## config.mk

```make
export PLATFORM = sky130hd
export DESIGN_NAME = ps2_keyboard
export DESIGN_NICKNAME = d
export VERILOG_FILES = /design/src/rtl/ps2_pkg.sv /design/src/rtl/ps2_frame_rx.sv /design/src/rtl/ps2_keyboard.sv
export SDC_FILE = /design/constraint.sdc
export NUM_CORES = 1
export LEC_CHECK = 0
export CAP_MARGIN = 20
export CORE_MARGIN = 5
export CORE_UTILIZATION = 35
export DETAILED_ROUTE_END_ITERATION = 16
export DONT_BUFFER_PORTS = 1
export PLACE_DENSITY = 0.56
export REMOVE_ABC_BUFFERS = 1
export SYNTH_ARGS = -nofsm -noshare
export SYNTH_HDL_FRONTEND = slang
export SYNTH_SLANG_ARGS = --single-unit
```

## constraint.sdc

```tcl
create_clock -name clk -period 4.9 [get_ports clk]
set_input_delay 0.245 -clock clk [delete_from_list [all_inputs] [get_ports clk]]
set_output_delay 0.245 -clock clk [all_outputs]
set_load 0.05 [all_outputs]
```

## src/rtl/ps2_pkg.sv

```systemverilog
// Shared PS/2 constants, frame-state encoding and game key scan codes
// used by the keyboard receiver and the downstream game_state FSM.
package ps2_pkg;

  localparam logic [7:0] PS2_EXT   = 8'hE0;
  localparam logic [7:0] PS2_BREAK = 8'hF0;

  typedef enum logic [1:0] {
    IDLE   = 2'd0,
    DATA   = 2'd1,
    PARITY = 2'd2,
    STOP   = 2'd3
  } frame_state_t;

  localparam logic [7:0] KEY_W     = 8'h1D;
  localparam logic [7:0] KEY_A     = 8'h1C;
  localparam logic [7:0] KEY_S     = 8'h1B;
  localparam logic [7:0] KEY_D     = 8'h23;
  localparam logic [7:0] KEY_SPACE = 8'h29;
  localparam logic [7:0] KEY_UP    = 8'h75;
  localparam logic [7:0] KEY_LEFT  = 8'h6B;
  localparam logic [7:0] KEY_DOWN  = 8'h72;
  localparam logic [7:0] KEY_RIGHT = 8'h74;

endpackage

```

## src/rtl/ps2_frame_rx.sv

```systemverilog
// PS/2 frame receiver: pin synchronisers, falling-edge detect, 11-bit frame
// FSM with odd-parity check and an inactivity timeout inside a frame.
module ps2_frame_rx
  import ps2_pkg::*;
#(
  parameter int TIMEOUT_CYCLES = 200000
) (
  input  logic         clk,
  input  logic         rst,
  input  logic         ps2_clk,
  input  logic         ps2_data,
  output logic [7:0]   byte_data,
  output logic         byte_valid,
  output logic         frame_err,
  output frame_state_t state_dbg
);

  localparam int CW = $clog2(TIMEOUT_CYCLES + 1);

  logic [1:0]   r_clk_sync;
  logic [1:0]   r_data_sync;
  logic         r_clk_prev;
  frame_state_t r_state;
  frame_state_t w_next;
  logic [7:0]   r_shift;
  logic [2:0]   r_bit_cnt;
  logic         r_parity;
  logic [CW-1:0] r_to_cnt;

  logic w_fall;
  logic w_bit;
  logic w_timeout;
  logic w_frame_ok;

  // Sync flops reset to 1 (idle bus) so reset release cannot fake an edge.
  always_ff @(posedge clk or posedge rst) begin
    if (rst) begin
      r_clk_sync  <= 2'b11;
      r_data_sync <= 2'b11;
      r_clk_prev  <= 1'b1;
    end else begin
      r_clk_sync  <= {r_clk_sync[0], ps2_clk};
      r_data_sync <= {r_data_sync[0], ps2_data};
      r_clk_prev  <= r_clk_sync[1];
    end
  end

  assign w_fall     = r_clk_prev & ~r_clk_sync[1];
  assign w_bit      = r_data_sync[1];
  assign w_timeout  = (r_state != IDLE) && !w_fall &&
                      (r_to_cnt == CW'(TIMEOUT_CYCLES - 1));
  assign w_frame_ok = w_bit && (^{r_shift, r_parity});

  always_ff @(posedge clk or posedge rst) begin
    if (rst) r_state <= IDLE;
    else     r_state <= w_next;
  end

  always_comb begin
    w_next = r_state;
    if (w_timeout) begin
      w_next = IDLE;
    end else if (w_fall) begin
      case (r_state)
        IDLE:    if (!w_bit) w_next = DATA;
        DATA:    if (r_bit_cnt == 3'd7) w_next = PARITY;
        PARITY:  w_next = STOP;
        STOP:    w_next = IDLE;
        default: w_next = IDLE;
      endcase
    end
  end

  always_comb begin
    byte_data  = r_shift;
    state_dbg  = r_state;
    byte_valid = w_fall && (r_state == STOP) && w_frame_ok;
    frame_err  = w_timeout ||
                 (w_fall && (r_state == IDLE) && w_bit) ||
                 (w_fall && (r_state == STOP) && !w_frame_ok);
  end

  always_ff @(posedge clk or posedge rst) begin
    if (rst) begin
      r_shift   <= 8'h00;
      r_bit_cnt <= 3'd0;
      r_parity  <= 1'b0;
      r_to_cnt  <= '0;
    end else begin
      if (w_fall || r_state == IDLE) r_to_cnt <= '0;
      else                           r_to_cnt <= r_to_cnt + 1'b1;
      if (w_fall) begin
        case (r_state)
          IDLE:   r_bit_cnt <= 3'd0;
          DATA: begin
            r_shift   <= {w_bit, r_shift[7:1]};
            r_bit_cnt <= r_bit_cnt + 3'd1;
          end
          PARITY: r_parity <= w_bit;
          default: ;
        endcase
      end
    end
  end

endmodule

```

## src/rtl/ps2_keyboard.sv

```systemverilog
// PS/2 keyboard front end: frame receiver plus E0/F0 prefix decoder that
// turns scan-code sequences into single make/break events.
module ps2_keyboard
  import ps2_pkg::*;
#(
  parameter int TIMEOUT_CYCLES = 200000
) (
  input  logic       clk,
  input  logic       rst,
  input  logic       PS2Clk,
  input  logic       PS2Data,
  output logic [7:0] key_code,
  output logic       key_extended,
  output logic       key_valid,
  output logic       key_release,
  output logic       frame_err
);

  logic [7:0]   w_byte;
  logic         w_byte_valid;
  logic         w_frame_err;
  frame_state_t w_state;

  logic       r_ext;
  logic       r_brk;
  logic [7:0] r_key_code;
  logic       r_key_ext;
  logic       r_key_valid;
  logic       r_key_release;
  logic       r_frame_err;

  ps2_frame_rx #(
    .TIMEOUT_CYCLES(TIMEOUT_CYCLES)
  ) u_frame_rx (
    .clk        (clk),
    .rst        (rst),
    .ps2_clk    (PS2Clk),
    .ps2_data   (PS2Data),
    .byte_data  (w_byte),
    .byte_valid (w_byte_valid),
    .frame_err  (w_frame_err),
    .state_dbg  (w_state)
  );

  // A frame error discards any half-received prefix sequence.
  always_ff @(posedge clk or posedge rst) begin
    if (rst) begin
      r_ext         <= 1'b0;
      r_brk         <= 1'b0;
      r_key_code    <= 8'h00;
      r_key_ext     <= 1'b0;
      r_key_valid   <= 1'b0;
      r_key_release <= 1'b0;
      r_frame_err   <= 1'b0;
    end else begin
      r_key_valid   <= 1'b0;
      r_key_release <= 1'b0;
      r_frame_err   <= w_frame_err;
      if (w_frame_err) begin
        r_ext <= 1'b0;
        r_brk <= 1'b0;
      end else if (w_byte_valid) begin
        if (w_byte == PS2_EXT) begin
          r_ext <= 1'b1;
        end else if (w_byte == PS2_BREAK) begin
          r_brk <= 1'b1;
        end else begin
          r_key_code    <= w_byte;
          r_key_ext     <= r_ext;
          r_key_release <= r_brk;
          r_key_valid   <= ~r_brk;
          r_ext         <= 1'b0;
          r_brk         <= 1'b0;
        end
      end
    end
  end

  assign key_code     = r_key_code;
  assign key_extended = r_key_ext;
  assign key_valid    = r_key_valid;
  assign key_release  = r_key_release;
  assign frame_err    = r_frame_err;

endmodule

```

==> results.sh <==
export IMPL_syn_avg_cell_area_um2=12.0
export IMPL_avgViaCountPerCell=5.10
export IMPL_place_ws_ns=2.42
export IMPL_start_kind="register"
export IMPL_cap_violations=0
export IMPL_worst_skew_pair_late_latency_ns=0.30
export IMPL_coreArea_um2=6420
export IMPL_routed_wl_um=3870
export IMPL_clkTransAtPathRegs_ns=0.09
export IMPL_p_leak_uw=0.00118
export IMPL_grt_pass1_wl_um=6890
export IMPL_timing_max_slew_rel_slack_pct=61.1
export IMPL_synth_seq_area_share_pct=55.0
export IMPL_die_y_um=91.7
export IMPL_rsz0062_at_grt="false"
export IMPL_postCtsResizedCells=0
export IMPL_async_flop_share_pct=100
export IMPL_cp_slowest_stage_delay_ns=0.63
export IMPL_grt_max_degree=52
export IMPL_required_ns=5.09
export IMPL_fin_tns_setup_ns=0
export IMPL_fin_crit_ns=2.50
export IMPL_io_pins=16
export IMPL_io_buffers=0
export IMPL_place_hpwl_um=2660
export IMPL_yosys_area_top_type="dfrtp_1"
export IMPL_syn_inst=195
export IMPL_gp_congestion=0.764
export IMPL_fillers=626
export IMPL_synth_enable_flop_cells=0
export IMPL_cts_tree="done"
export IMPL_power_density_nw_per_um2=505
export IMPL_die_area_um2=8400
export IMPL_setup_violations=0
export IMPL_critical_path_slowest_cell="or4_2"
export IMPL_drive_gt1_share_pct=17.7
export IMPL_synth_common_cells="dfrtp_1 (46), nor2_1 (21), xor2_1 (13), nand2_1 (12), nand3_1 (10)"
export IMPL_ys_types=35
export IMPL_worstMarginPinSlew_ns=0.582
export IMPL_wl_per_cell_um=13.8
export IMPL_critical_path_class="reg -> reg"
export IMPL_synth_top_area_share_pct=49.3
export IMPL_cts_made_buffers=5
export IMPL_peakVddDrop_mv=0.252
export IMPL_cts_max_path_buffers=2
export IMPL_worstSetupEndpointType="register"
export IMPL_hold_violations=0
export IMPL_nNetsFinal=214
export IMPL_ant_nets=0
export IMPL_min_path_type="in -> async"
export IMPL_yosys_warnings=0
export IMPL_synth_area_um2=2330
export IMPL_vias=1428
export IMPL_antenna_cells=0
export IMPL_grt_use_total_pct=10.2
export IMPL_cp_cell_sequence="nand4bb_1 > or4_2 > nor3_1 > or4b_4 > mux2_2"
export IMPL_synth_area_top_cells="dfrtp_1 (49%), dfstp_2 (5.6%), xor2_1 (4.9%), mux2_4 (4.5%), mux2_2 (4.3%)"
export IMPL_yosysMostFrequentCell="dfrtp_1"
export IMPL_drc=0
export IMPL_drtIter0Drc=31
export IMPL_cp_arrival_ns=2.69
export IMPL_antenna_found_initial=0
export IMPL_cts_sinks=51
export IMPL_fin_crit_sh_pct=50.9
export IMPL_htreeDepth=2
export IMPL_die_x_um=91.7
export IMPL_finalWorstSetupSlack_ns=2.40
export IMPL_ys_ff_latch=51
export IMPL_initial_utilization_pct=36.3
export IMPL_grt_ovfl_total=0
export IMPL_fin_util_pct=40.3
export IMPL_rows=29
export IMPL_ys_flop_type="dfrtp_1"
export IMPL_root_buffer="clkbuf_8"
export IMPL_drv_slew=0
export IMPL_fin_skew_ns=0.0101
export IMPL_syn_to_final_growth_pct=10.8
export IMPL_status="finished clean"
export IMPL_max_freq_mhz=401
export IMPL_firstDrtPassIters=4
export IMPL_first_global_vias=1410
export IMPL_path_max_fanout=11
==> area by class of cell <==
type	count	area, um2	area share [%]
tap	77	96.3	3.73
timing repair buffer	4	50.0	1.94
sequential	51	1280	49.6
inverter	8	30.0	1.16
clock inverter	3	67.6	2.61
clock buffer	5	68.8	2.66
multi-input combinational	132	991	38.3
==> cells by family (layout without fill, tap and decap cells) <==
logic type / count (synthesis) / in the layout / share of synthesized area [%]
adders and majority gates: 8 / 8 / 4.29
DFF: 51 / 51 / 55.0
xor gates and xnor gates: 22 / 22 / 8.85
buffers and inverters: 12 / 20 / 2.57
and+or+nand+nor: 67 / 67 / 15.2
AOI/OAI and AO/OA: 19 / 19 / 5.31
muxes: 16 / 16 / 8.85
==> state kept, by name, summed over array words and instances, names as in the netlist, 2 cells and up <==
signal and count:
key_code 8, u_frame_rx.byte_data 8, u_frame_rx.r_bit_cnt 3, u_frame_rx.r_clk_sync 2, u_frame_rx.r_data_sync 2, u_frame_rx.r_to_cnt 18, u_frame_rx.state_dbg 2
==> routing by layer <==
layer,global-route usage [%],routed length [um]
met2,15.0,1630
met4,3.77,55
met3,2.95,151
met5,0,0
met1,14.3,2030
==> metrics by stage <==
| step | area [um2] | instances | hold WS [ns] | total power, uW |
|---|---|---|---|---|
| detailed placement | 2400 | 268 | 0.250 | 976 |
| finish | 2590 | 280 | 0.320 | 1310 |
| CTS | 2560 | 278 | 0.112 | 1330 |
| global placement | 2400 | 268 | 0.250 | 971 |
| floorplan | 2300 | 191 | 0.249 | 901 |
| global route | 2590 | 280 | 0.342 | 1390 |
==> power breakdown <==
part           internal (uW)  switching, uW  total (uW)
logic                    185            152         337
registers                497            130         627
clock network            204            139         342
==> worst max-delay path: cells and delay by family (launching register included) <==
family           cells  cell delay [ns]
DFF                  1             0.44
muxes                1             0.35
and+or+nand+nor      4             1.59
==> worst paths after layout <==
check	from	endpoint	slack, ns	cells after the start
setup / recovery	u_frame_rx.r_to_cnt[6]	key_code[4]	2.40	5
hold / removal	rst	u_frame_rx.r_to_cnt[11]	0.32	2
setup reg to reg	u_frame_rx.r_to_cnt[6]	key_code[4]	2.40	5
hold reg to reg	u_frame_rx.r_clk_sync[0]	u_frame_rx.r_clk_sync[1]	0.36	0
max in group asynchronous	rst	u_frame_rx.r_clk_prev	4.02	3
min in group clk	u_frame_rx.r_clk_sync[0]	u_frame_rx.r_clk_sync[1]	0.36	0
==> layout by cell type (no fill, tap or decap), types with 2 or more instances in the layout <==
cell           count
a21oi_1            6
a32o_1             3
and3_1             5
bufinv_16          2
clkbuf_8           5
dfrtp_1           46
dfstp_2            5
dlygate4sd3_1      3
ha_1               8
inv_1              7
mux2_2             9
mux2_4             7
nand2_1           12
nand3_1           10
nand4_1            4
nor2_1            21
nor2b_1            2
nor3_1             2
nor4b_1            2
o21ai_0            6
xnor2_1            8
xor2_1            13
==> what timing repair did <==
action	4_1_cts	5_1_grt
hold buffers	2	1
buffers inserted	0	0
hold endpoints to repair	2	10
Note: power is estimated with default switching activity, not from simulation.
